$ cat config.mk
export PLATFORM = sky130hd
export DESIGN_NAME = trim_gen
export DESIGN_NICKNAME = d
export VERILOG_FILES = /design/src/rtl/trim_gen.sv
export SDC_FILE = /design/constraint.sdc
export NUM_CORES = 1
export LEC_CHECK = 0
export ABC_AREA = 1
export CAP_MARGIN = 20
export CORE_UTILIZATION = 33
export DETAILED_ROUTE_END_ITERATION = 12
export HOLD_SLACK_MARGIN = 0.15
export SLEW_MARGIN = 20
export SYNTH_ARGS = -nofsm -noshare
export SYNTH_HDL_FRONTEND = slang
export SYNTH_SLANG_ARGS = --single-unit
$ cat constraint.sdc
create_clock -name CLK50 -period 1.52 [get_ports CLK50]
set_input_delay 0.304 -clock CLK50 [delete_from_list [all_inputs] [get_ports CLK50]]
set_output_delay 0.304 -clock CLK50 [all_outputs]
set_load 0.03 [all_outputs]
$ cat src/rtl/trim_gen.sv
// trim_gen: sweeps a 12-bit bandgap trim code from 0 to 4095. Each code is
// shifted MSB-first onto DOUT under a gated serial clock ENCLK, and the block
// then holds for a settling interval before moving to the next code.
module trim_gen #(
    parameter int DIV    = 25,    // ENCLK half-period in CLK50 cycles
    parameter int SETTLE = 5000   // hold cycles after each 12-bit frame
) (
    input  logic        CLK50,
    input  logic        RST,
    input  logic        START,
    output logic        ENCLK,
    output logic        DOUT,
    output logic [11:0] TRIM_CODE
);

    localparam int DW = $clog2(2 * DIV);
    localparam int SW = (SETTLE > 1) ? $clog2(SETTLE) : 1;

    typedef enum logic [2:0] {
        st_idle,
        st_load,
        st_shift,
        st_settle,
        st_done
    } state_t;

    state_t        state;
    logic [11:0]   shreg;
    logic [3:0]    bit_cnt;
    logic [DW-1:0] div_cnt;
    logic [SW-1:0] set_cnt;

    // DOUT comes straight from the MSB flop of the shift register. The
    // register is cleared whenever the line must idle low.
    assign DOUT = shreg[11];

    // Sweep sequencer: state, counters, shift register and registered outputs.
    always_ff @(posedge CLK50 or posedge RST) begin
        if (RST) begin
            state     <= st_idle;
            TRIM_CODE <= '0;
            ENCLK     <= 1'b0;
            shreg     <= '0;
            bit_cnt   <= '0;
            div_cnt   <= '0;
            set_cnt   <= '0;
        end else begin
            case (state)
                st_idle: begin
                    TRIM_CODE <= '0;
                    ENCLK     <= 1'b0;
                    shreg     <= '0;
                    if (START) begin
                        state <= st_load;
                    end
                end

                st_load: begin
                    if (!START) begin
                        state     <= st_idle;
                        TRIM_CODE <= '0;
                        ENCLK     <= 1'b0;
                        shreg     <= '0;
                    end else begin
                        shreg   <= TRIM_CODE;
                        ENCLK   <= 1'b0;
                        bit_cnt <= '0;
                        div_cnt <= '0;
                        state   <= st_shift;
                    end
                end

                st_shift: begin
                    if (!START) begin
                        state     <= st_idle;
                        TRIM_CODE <= '0;
                        ENCLK     <= 1'b0;
                        shreg     <= '0;
                    end else if (div_cnt == DW'(DIV - 1)) begin
                        // mid-slot: receiver samples DOUT on this rising edge
                        ENCLK   <= 1'b1;
                        div_cnt <= div_cnt + DW'(1);
                    end else if (div_cnt == DW'(2 * DIV - 1)) begin
                        // slot end: ENCLK falls together with the data change
                        ENCLK   <= 1'b0;
                        div_cnt <= '0;
                        if (bit_cnt == 4'd11) begin
                            shreg   <= '0;
                            set_cnt <= '0;
                            state   <= st_settle;
                        end else begin
                            shreg   <= {shreg[10:0], 1'b0};
                            bit_cnt <= bit_cnt + 4'd1;
                        end
                    end else begin
                        div_cnt <= div_cnt + DW'(1);
                    end
                end

                st_settle: begin
                    ENCLK <= 1'b0;
                    shreg <= '0;
                    if (!START) begin
                        state     <= st_idle;
                        TRIM_CODE <= '0;
                    end else if (set_cnt == SW'(SETTLE - 1)) begin
                        if (TRIM_CODE == 12'hFFF) begin
                            state <= st_done;
                        end else begin
                            TRIM_CODE <= TRIM_CODE + 12'd1;
                            state     <= st_load;
                        end
                    end else begin
                        TRIM_CODE <= TRIM_CODE;
                        set_cnt   <= set_cnt + SW'(1);
                    end
                end

                st_done: begin
                    ENCLK <= 1'b0;
                    shreg <= '0;
                    if (!START) begin
                        state     <= st_idle;
                        TRIM_CODE <= '0;
                    end
                end

                default: begin
                    state     <= st_idle;
                    TRIM_CODE <= '0;
                    ENCLK     <= 1'b0;
                    shreg     <= '0;
                end
            endcase
        end
    end

endmodule

==> flow_summary.yaml <==
outcome:
  status: "complete, but fails checks"
  violations: "negative setup slack"
timing:
  fin_crit_sh_pct: 104
  rsz0062_at_grt: "true"
  min_period_ps: 1580
  drv_slew: 0
  worst_pin_slew_ps: 405
  max_slew_margin_pct: 72.7
  setup_viol: 23
  fin_skew_ps: 12.1
  report.final.hold_viol_count: 0
  hold_ws_ps: 275
  max_freq_mhz: 632
  finalWorstSetupSlack_ps: -62.7
flow_run:
  max_cap_violations: 0
pwr:
  finalPower_mw: 3.96
  power_density_nw_per_um2: 860
  power_leakage_nw: 2.18
  peakVddDrop_uv: 417
placement:
  port_buffers: 16
  routabilityCongestion: 0.842
  placed_cell_area_sq_um: 4130
  dp_hpwl_mm: 6.11
  placed_cells: 688
global_route:
  grt_max_degree: 28
  grt_overflow: 0
  grt_antenna_before_repair: 0
  grt_pass1_vias: 3189
  grt_use_total_pct: 17.2
  grt_pass1_wl_mm: 14.4
worst_setup_path:
  critPathLaunchType: "register"
  end_kind: "register"
  critical_path_class: "register to register"
  required_ps: 1730
  crit_fanout: 8
  crit_arrival_ps: 1790
synthesis:
  netlist_area_sq_um: 3360
  synth_nets: 498
  syn_avg_cell_area_sq_um: 6.88
  synthCells: 489
  yosysSeqAreaShare_pct: 37.9
  yosysWarnings: 0
  synth_async_sr_flop_share_pct: 100
  ys_ff_latch: 51
  synthFlopType: "dfrtp_1"
  synth_edf_count: 0
  synth.distinct_cells: 32
route:
  wl_met1_mm: 4.21
  viasPerCell: 4.78
  vias: 3422
  dr.first_iter.drc_count: 147
  top_layer: "met4"
  drt-total-wl_mm: 8.88
  dr_wl_met3_um: 231
  antenna_left: 0
  avgRoutedWirePerCell_um: 12.4
  dr.pass1.iters: 4
  met2WireLength_mm: 4.34
  remaining_drc_errors: 0
floorplanning:
  die_area_sq_um: 10600
  fp.dieW_um: 103
  die_h_um: 103
  rows: 36
  coreArea_sq_um: 9820
  start_util_pct: 34.3
  ios: 17
finish:
  fill_cells: 1003
  num-nets-final: 591
  stdcell_count: 716
  n_antenna_cell: 0
  fin_util_pct: 47.0
  finalInstanceArea_sq_um: 4610
  drive_gt1_share_pct: 28.1
  area_growth_pct: 37.1
clock_tree:
  clockBufferDepth: 2
  clock-sinks: 51
  h-tree-depth: 2
  numCtsBuffers: 5
  clk-insertion-delay-late_ps: 310
  clockRootBuffer: "clkbuf_8"
  tritoncts: "done"
  cts.reportedPaths.clkPinSlew_ps: 110
min_path:
  min_path_type: "input port to async pin"
[metal layers]
metal	track usage [%]	up-vias
met2	29.1	61
li1	-	1744
met3	2.64	10
met4	4.33	0
met5	0	-
met1	22.9	1607
[state kept, by name (all words and copies together), names as in the netlist]
name / flops
bit_cnt: 4
ENCLK: 1
state: 3
shreg: 12
TRIM_CODE: 12
div_cnt: 6
set_cnt: 13
[worst paths after layout]
kind | slack [ps] | from | depth (start not counted) | endpoint
max | -60 | div_cnt[1] | 10 | set_cnt[12]
min | 270 | RST | 2 | set_cnt[11]
max reg2reg | -60 | div_cnt[1] | 10 | set_cnt[12]
min reg2reg | 490 | shreg[11] | 2 | shreg[11]
max in group asynchronous | 830 | RST | 3 | TRIM_CODE[1]
min in group CLK50 | 490 | shreg[11] | 2 | shreg[11]
[logic make-up after synthesis]
family,after synthesis,synth area share [%]
compound gates,45,7.70
xor+xnor,9,2.34
fa+ha+maj,6,2.23
buf+inv,65,9.07
flops,51,37.9
simple gates,313,40.7
[critical path: stages, from the launching register on]
cell       delay, ps
dfrtp_1          400
inv_2             90
ha_4             140
nand3_4           80
nor2_4           180
nor2_4            70
nor2_4           120
o21ai_4          110
clkbuf_16        180
nand2_1           70
o21ai_2           50
[report_power, final]
part	leakage [nW]	switching [mW]	total, mW	internal [mW]
Combinational	1.45	0.925	1.61	0.685
Sequential	0.692	0.0864	1.52	1.44
Clock	0.0443	0.501	0.832	0.331
Total	2.18	1.51	3.96	2.45
[per-stage QoR]
stage | worst slack (ps) | setup TNS [ps]
CTS | -27.2 | -175
floorplan | -86.6 | -818
global placement | -218 | -8030
finish | -62.7 | -620
global route | -132 | -4160
detailed placement | -251 | -8990
[layout make-up]
cell class | instances | area (sq um) | area share [%]
timing repair buffer | 100 | 895 | 19.4
clock buffer | 5 | 68.8 | 1.49
inverter | 50 | 204 | 4.42
tap | 133 | 166 | 3.61
sequential | 51 | 1290 | 27.9
clock inverter | 3 | 25.0 | 0.543
multi-input combinational | 374 | 1960 | 42.6
[cell usage after synthesis (all sizes together) (2+ instances only)]
library cell,number,share of area (%)
inv,50,5.7
buf,13,3.1
o21bai,2,0.45
nor2,53,7.4
nand3b,2,0.45
a21oi,2,0.41
dfrtp,51,38
nand4,7,1.3
clkbuf,2,0.22
nand2,183,21
ha,6,2.2
nand3,62,9.5
xor2,9,2.3
o21ai,38,6.1
nor3,5,0.89
[placed cells by master, fill, tap and decap left out, drive strengths merged, types with 5 or more instances in the layout]
cell,netlist,routed
xor2,9,9
nor2,53,54
inv,50,49
buf,13,84
nor3,5,5
nand3,62,62
o21ai,38,38
nand2,183,183
dlygate4sd2,0,10
nand4,7,7
ha,6,6
clkbuf,2,8
dfrtp,51,51
[timing repair]
item / 4_1_cts / 5_1_grt
endpoints found under the setup margin: 40 / 53
cloned: 1 / 3
pin swaps: 8 / 10
hold buffers: 0 / 0
setup buffers: 10 / 7
resized for setup: 24 / 48
(Power assumes the default switching activity.)
